`src/rtl/udp_rx_payload.sv`:
```
// GMII receive parser: preamble/SFD, Ethernet, IPv4 and UDP headers, payload pushed to a write FIFO.
// Optional IPv4 header checksum verification is built when IP_HDR_CHECK_EN is defined.
//
// state      | meaning
// S_IDLE     | waiting for the first preamble byte
// S_PREAMBLE | counting 0x55 bytes, expecting SFD 0xD5
// S_ETH_HDR  | destination MAC and EtherType check
// S_IP_HDR   | version/IHL, protocol, destination IP (and checksum) check
// S_UDP_HDR  | destination port and length capture
// S_PAYLOAD  | payload bytes forwarded to the FIFO
// S_WAIT_END | padding/FCS skipped until e_rxdv falls
// S_DROP     | frame rejected, skip until e_rxdv falls
module udp_rx_payload #(
  parameter logic [47:0] BOARD_MAC = 48'h000A3501FEC0,
  parameter logic [31:0] BOARD_IP  = 32'hC0A80002,
  parameter logic [15:0] UDP_PORT  = 16'd8080
) (
  input  logic        e_rxc,
  input  logic        reset,
  input  logic [7:0]  e_rxd,
  input  logic        e_rxdv,
  input  logic        fifo_full,
  output logic        fifo_wr_en,
  output logic [7:0]  fifo_wr_data,
  output logic        frame_done,
  output logic        frame_err,
  output logic [15:0] rx_data_length
);

  typedef enum logic [2:0] {
    S_IDLE, S_PREAMBLE, S_ETH_HDR, S_IP_HDR, S_UDP_HDR, S_PAYLOAD, S_WAIT_END, S_DROP
  } state_t;

  state_t      r_state;
  state_t      w_next;

  logic [15:0] r_cnt;
  logic [15:0] r_pay_len;
  logic [7:0]  r_hi_byte;
  logic        r_mac_board;
  logic        r_mac_bcast;
  logic        r_ovf;
  logic        r_end_pend;
  logic        r_wr_en;
  logic [7:0]  r_wr_data;
  logic        r_frame_done;
  logic        r_frame_err;
  logic [15:0] r_rx_len;

  logic [47:0] w_mac_sh;
  logic [31:0] w_ip_sh;
  logic [7:0]  w_mac_byte;
  logic [7:0]  w_ip_byte;
  logic        w_first;
  logic        w_mac_board;
  logic        w_mac_bcast;
  logic [15:0] w_udp_len;
  logic        w_eth_bad;
  logic        w_ip_bad;
  logic        w_csum_bad;
  logic        w_udp_bad;
  logic        w_last;

  logic        w_wr_req;
  logic        w_ovf_set;
  logic        w_end_req;
  logic        w_trunc;

  // Expected header bytes are picked out of the parameters by byte index.
  assign w_mac_sh    = BOARD_MAC << {r_cnt[2:0], 3'b000};
  assign w_ip_sh     = BOARD_IP << {r_cnt[1:0], 3'b000};
  assign w_mac_byte  = w_mac_sh[47:40];
  assign w_ip_byte   = w_ip_sh[31:24];
  assign w_first     = (r_cnt == 16'd0);
  assign w_mac_board = (w_first | r_mac_board) & (e_rxd == w_mac_byte);
  assign w_mac_bcast = (w_first | r_mac_bcast) & (e_rxd == 8'hFF);
  assign w_udp_len   = {r_hi_byte, e_rxd};
  assign w_last      = (r_cnt == (r_pay_len - 16'd1));

  assign w_eth_bad = ((r_cnt == 16'd5) & ~(w_mac_board | w_mac_bcast)) |
                     ((r_cnt == 16'd12) & (e_rxd != 8'h08)) |
                     ((r_cnt == 16'd13) & (e_rxd != 8'h00));

  assign w_ip_bad  = ((r_cnt == 16'd0) & (e_rxd != 8'h45)) |
                     ((r_cnt == 16'd9) & (e_rxd != 8'h11)) |
                     ((r_cnt >= 16'd16) & (r_cnt <= 16'd19) & (e_rxd != w_ip_byte));

`ifdef IP_HDR_CHECK_EN
  logic [15:0] r_csum;
  logic [16:0] w_csum_sum;

  assign w_csum_sum = {1'b0, r_csum} + {1'b0, r_hi_byte, e_rxd};
  assign w_csum_bad = (r_cnt == 16'd0) & (r_csum != 16'hFFFF);

  // End-around carry folds back in the same cycle; the fold itself cannot carry again.
  always_ff @(posedge e_rxc) begin
    if (reset) begin
      r_csum <= 16'd0;
    end else if ((r_state == S_IP_HDR) && e_rxdv) begin
      if (r_cnt == 16'd0)
        r_csum <= 16'd0;
      else if (r_cnt[0])
        r_csum <= w_csum_sum[15:0] + {15'd0, w_csum_sum[16]};
    end
  end
`else
  assign w_csum_bad = 1'b0;
`endif

  assign w_udp_bad = w_csum_bad |
                     ((r_cnt == 16'd2) & (e_rxd != UDP_PORT[15:8])) |
                     ((r_cnt == 16'd3) & (e_rxd != UDP_PORT[7:0])) |
                     ((r_cnt == 16'd5) & (w_udp_len < 16'd8));

  always_ff @(posedge e_rxc) begin
    if (reset)
      r_state <= S_IDLE;
    else
      r_state <= w_next;
  end

  always_comb begin
    w_next = r_state;
    case (r_state)
      S_IDLE: begin
        if (e_rxdv && (e_rxd == 8'h55)) w_next = S_PREAMBLE;
      end
      S_PREAMBLE: begin
        if (!e_rxdv)
          w_next = S_IDLE;
        else if (r_cnt < 16'd6) begin
          if (e_rxd != 8'h55) w_next = S_DROP;
        end else if (e_rxd == 8'hD5)
          w_next = S_ETH_HDR;
        else
          w_next = S_DROP;
      end
      S_ETH_HDR: begin
        if (!e_rxdv)                w_next = S_IDLE;
        else if (w_eth_bad)         w_next = S_DROP;
        else if (r_cnt == 16'd13)   w_next = S_IP_HDR;
      end
      S_IP_HDR: begin
        if (!e_rxdv)                w_next = S_IDLE;
        else if (w_ip_bad)          w_next = S_DROP;
        else if (r_cnt == 16'd19)   w_next = S_UDP_HDR;
      end
      S_UDP_HDR: begin
        if (!e_rxdv)                w_next = S_IDLE;
        else if (w_udp_bad)         w_next = S_DROP;
        else if (r_cnt == 16'd7)    w_next = (r_pay_len == 16'd0) ? S_WAIT_END : S_PAYLOAD;
      end
      S_PAYLOAD: begin
        if (!e_rxdv)                w_next = S_IDLE;
        else if (w_last)            w_next = S_WAIT_END;
      end
      S_WAIT_END, S_DROP: begin
        if (!e_rxdv)                w_next = S_IDLE;
      end
      default:                      w_next = S_IDLE;
    endcase
  end

  always_comb begin
    w_wr_req  = 1'b0;
    w_ovf_set = 1'b0;
    w_end_req = 1'b0;
    w_trunc   = 1'b0;
    case (r_state)
      S_UDP_HDR: begin
        if (e_rxdv && (r_cnt == 16'd7) && (r_pay_len == 16'd0)) w_end_req = 1'b1;
      end
      S_PAYLOAD: begin
        if (e_rxdv) begin
          w_wr_req  = ~fifo_full;
          w_ovf_set = fifo_full;
          w_end_req = w_last;
        end else begin
          w_trunc   = 1'b1;
        end
      end
      default: ;
    endcase
  end

  // Completion is held one extra cycle so the pulse lands after the final FIFO write.
  always_ff @(posedge e_rxc) begin
    if (reset) begin
      r_cnt        <= 16'd0;
      r_pay_len    <= 16'd0;
      r_hi_byte    <= 8'd0;
      r_mac_board  <= 1'b0;
      r_mac_bcast  <= 1'b0;
      r_ovf        <= 1'b0;
      r_end_pend   <= 1'b0;
      r_wr_en      <= 1'b0;
      r_wr_data    <= 8'd0;
      r_frame_done <= 1'b0;
      r_frame_err  <= 1'b0;
      r_rx_len     <= 16'd0;
    end else begin
      if (w_next != r_state)
        r_cnt <= 16'd0;
      else if (e_rxdv)
        r_cnt <= r_cnt + 16'd1;

      if ((r_state == S_ETH_HDR) && e_rxdv && (r_cnt < 16'd6)) begin
        r_mac_board <= w_mac_board;
        r_mac_bcast <= w_mac_bcast;
      end

      if (((r_state == S_IP_HDR) || (r_state == S_UDP_HDR)) && e_rxdv && !r_cnt[0])
        r_hi_byte <= e_rxd;

      if ((r_state == S_UDP_HDR) && e_rxdv && (r_cnt == 16'd5))
        r_pay_len <= w_udp_len - 16'd8;

      if (r_state == S_IDLE)
        r_ovf <= 1'b0;
      else if (w_ovf_set)
        r_ovf <= 1'b1;

      r_wr_en <= w_wr_req;
      if (w_wr_req)
        r_wr_data <= e_rxd;

      r_end_pend   <= w_end_req;
      r_frame_done <= r_end_pend & ~r_ovf;
      r_frame_err  <= (r_end_pend & r_ovf) | w_trunc;
      if (r_end_pend || w_trunc)
        r_rx_len <= r_pay_len;
    end
  end

  assign fifo_wr_en     = r_wr_en;
  assign fifo_wr_data   = r_wr_data;
  assign frame_done     = r_frame_done;
  assign frame_err      = r_frame_err;
  assign rx_data_length = r_rx_len;

endmodule

```
`config.mk`:
```
export PLATFORM = sky130hd
export DESIGN_NAME = udp_rx_payload
export DESIGN_NICKNAME = d
export VERILOG_FILES = /design/src/rtl/udp_rx_payload.sv
export SDC_FILE = /design/constraint.sdc
export NUM_CORES = 1
export LEC_CHECK = 0
export BUFFER_PORTS_ARGS = -buffer_cell sky130_fd_sc_hd__buf_2
export CAP_MARGIN = 10
export CORE_MARGIN = 2
export CORE_UTILIZATION = 55
export DETAILED_ROUTE_END_ITERATION = 12
export PLACE_DENSITY = 0.74
export RECOVER_POWER = 100
export SKIP_CTS_REPAIR_TIMING = 1
export SLEW_MARGIN = 20
export SYNTH_ARGS = -nofsm -noshare
export SYNTH_HDL_FRONTEND = slang
export SYNTH_SLANG_ARGS = --single-unit
```
`constraint.sdc`:
```
create_clock -name e_rxc -period 5.2 [get_ports e_rxc]
set_input_delay 0.52 -clock e_rxc [delete_from_list [all_inputs] [get_ports e_rxc]]
set_output_delay 0.52 -clock e_rxc [all_outputs]
set_load 0.01 [all_outputs]
```
==> out/summary.txt <==
Synth async-reset ratio -> 0%
post-synthesis net count -> 564
capturing point of the worst reg2reg path -> r_cnt[1]
Num CTS Buffers -> 9
Comb power frac -> 6.1%
GPL Wtd Cong -> 0.961
Finished Layout Cells -> 658
Final period util -> 71.4%
Sw Pwr -> 0.293 mW
crit path DAT -> 3.88 ns
critical path endpoint category -> flip-flop
TNS Setup -> 0 ns
drt drc -> 0
core area -> 0.00781 mm²
fin. max-slew vios -> 90
Starting Density -> 57.1%
Cell Area, Synth -> 0.00446 mm²
Yosys reg bits -> 74
Syn Area/Cell -> 8.17 µm²
flop-to-flop setup slack -> 1.49 ns
Detailed Route Iter0 Violations -> 274
storage element area -> 0.00148 mm²
EDFF count, synth -> 0
Layout Utilization -> 60.6%
height of the die -> 94.0 µm
die area -> 0.00884 mm²
Max IR drop VDD -> 137 µV
Vias -> 4163
CP Class -> flip-flop to flip-flop
Placed Cells incl. Taps -> 642
TritonCTS clock tree -> done
Final #Nets -> 569
footprint of the multi-input gates -> 0.00266 mm²
worst hold slack -> 0.455 ns
first-pass GRT wire length -> 18800 µm
Area after DPL -> 0.00460 mm²
Pint -> 0.882 mW
Final Hold Violating Endpoints -> 0
Vias/cell -> 6.33
Post-Layout Inst Area -> 0.00473 mm²
# diodes -> 0
Area contributors post-synth -> dfxtp_1, xnor2_1, nor2_1, a21oi_1, xor2_1
hold path cells -> 2
failing checks -> capacitance limit, slew limit
gr ovfl total -> 0
Startpoint Class -> flip-flop
Final setup viols -> 0
commonest non-fill, non-tap cell in the layout -> dfxtp_1
Max Freq -> 269 MHz
Primary FF master, synth -> dfxtp_1
clk slew on worst S/H paths -> 0.08 ns
RR Startpoint -> r_cnt[1]
1st-pass router iterations -> 5
Filler cells -> 750
switching share of power -> 25.0%
clk buf depth -> 2
H-tree depth -> 3
fin crit period -> 3.71 ns
worst r2r path cells -> 8
ratio of cells with drive above 1 in the final layout -> 7.19%
WP data required -> 5.36 ns
CTS root buffer -> clkbuf_8
Power Dens Cells -> 248 mW/mm²
leading cell types in the layout, fill and taps excluded -> dfxtp_1, nor2_1, a21oi_1, nand2_1, xnor2_1
hold worst-path end -> rx_data_length[7]
Worst Slack Setup Final -> 1.49 ns
Die Wd -> 94.0 µm
CP max FO -> 16
worst min-delay path class -> flip-flop to flip-flop
number of I/O port buffers -> 38
vias in the first global route -> 3689
Max Cap Violations -> 2
Ys Warns -> 0
relative slew slack -> -64.0%
Yosys top cell area share -> 33.2%
Final Skew -> 0.00828 ns
Tot Pwr -> 1.18 mW
Tot GR Track Use -> 27.2%
Rows -> 32
aggregate routed wire length -> 11800 µm
post-route ant nets -> 0
sequential share of power -> 48.8%
area leader, netlist -> dfxtp_1
post-synthesis sequential area ratio -> 33.2%
Syn-to-layout area delta -> 6.14%
leakage power -> 1.65 nW
HPWL after detailed placement -> 8340 µm
drt wl/cell -> 18.0 µm
worst hold start -> rx_data_length[7]
TritonCTS Sinks -> 74
RSZ-0062 raised after global routing -> no
status -> complete, but fails checks
antenna violations before repair -> 0
Worst-Margin Slew -> 2.46 ns
post-synth cell types -> 56
total I/O pin count -> 39
Clock power frac -> 45.1%
Syn Inst Count -> 546
worst skew pair latency -> 0.35 ns
pre-CTS WS -> 1.67 ns
largest net degree at the start of global routing -> 58
area by class of cell:
class / count / area share (%)
Clock buffer: 10 / 2.91
Inverter: 16 / 1.27
Multi-Input combinational cell: 410 / 56.3
Timing Repair Buffer: 40 / 3.52
Clock inverter: 6 / 2.06
Sequential cell: 74 / 31.3
Tap cell: 102 / 2.70
registers in the layout, indices dropped and copies added (netlist names):
name / count
r_end_pend: 1
r_mac_board: 1
frame_err: 1
r_state: 3
r_hi_byte: 8
r_mac_bcast: 1
r_cnt: 16
r_ovf: 1
fifo_wr_en: 1
fifo_wr_data: 8
rx_data_length: 16
frame_done: 1
r_pay_len: 16
worst max path at each step:
stage | from | end | cells past startpoint
after floorplan | r_cnt[1] | r_cnt[2] | 12
after global placement | e_rxd[4] | r_cnt[15] | 8
after detailed placement | e_rxd[5] | r_cnt[15] | 8
after CTS | r_pay_len[0] | r_cnt[15] | 9
after global routing | r_cnt[14] | r_pay_len[2] | 6
final | r_cnt[1] | r_cnt[1] | 8
per-layer routing:
metal / part of all wire (%) / GRT usage (%)
met2: 46 / 43.5
met4: 1.8 / 10.6
met3: 6.2 / 3.53
met1: 46 / 37.1
met5: 0 / 0
power by group through the flow:
stage	Combinational [mW]	Clock [mW]	Sequential, mW
floorplan	0.0566	0	0.583
global placement	0.0709	0	0.586
detailed placement	0.0712	0	0.587
CTS	0.0715	0.535	0.573
global route	0.0780	0.555	0.574
finish	0.0718	0.530	0.574
synth_stat cells, types with 3 or more instances:
cell type and n:
a2111oi_0 4, a2111oi_2 8, a211oi_1 17, a21oi_1 39
a221oi_1 3, a311oi_1 4, a31oi_1 7, and2_1 3
and3_1 9, and4_1 5, buf_2 7, clkbuf_1 36
dfxtp_1 74, ha_1 6, inv_1 16, mux2i_1 13
nand2_1 39, nand2b_1 6, nand3_1 14, nand4_1 19
nand4b_1 4, nor2_1 56, nor2b_1 4, nor3_1 14
nor3b_1 3, nor4_1 13, nor4_2 6, nor4b_1 5
o21ai_0 27, or4_1 3, xnor2_1 30, xor2_1 20
logic make-up (layout without fill, tap and decap cells):
family | count (synthesis) | count (layout) | share of synthesized area, %
AOI/OAI and AO/OA | 126 | 126 | 19.7
xor gates and xnor gates | 50 | 50 | 9.82
adders and majority gates | 6 | 6 | 1.68
buffers and inverters | 62 | 72 | 5.75
DFF | 74 | 74 | 33.2
muxes | 13 | 13 | 2.92
and+or+nand+nor | 215 | 215 | 26.9
critical path, cell delays in order (launching register included):
cell	delay, ns
dfxtp_1	0.61
inv_1	0.13
ha_1	0.33
or4b_4	0.57
o2111ai_2	0.09
o211ai_2	0.14
nor4_2	0.35
a2bb2oi_1	0.98
a2111oi_0	0.32
No activity file was read; power rests on OpenSTA's default activity.
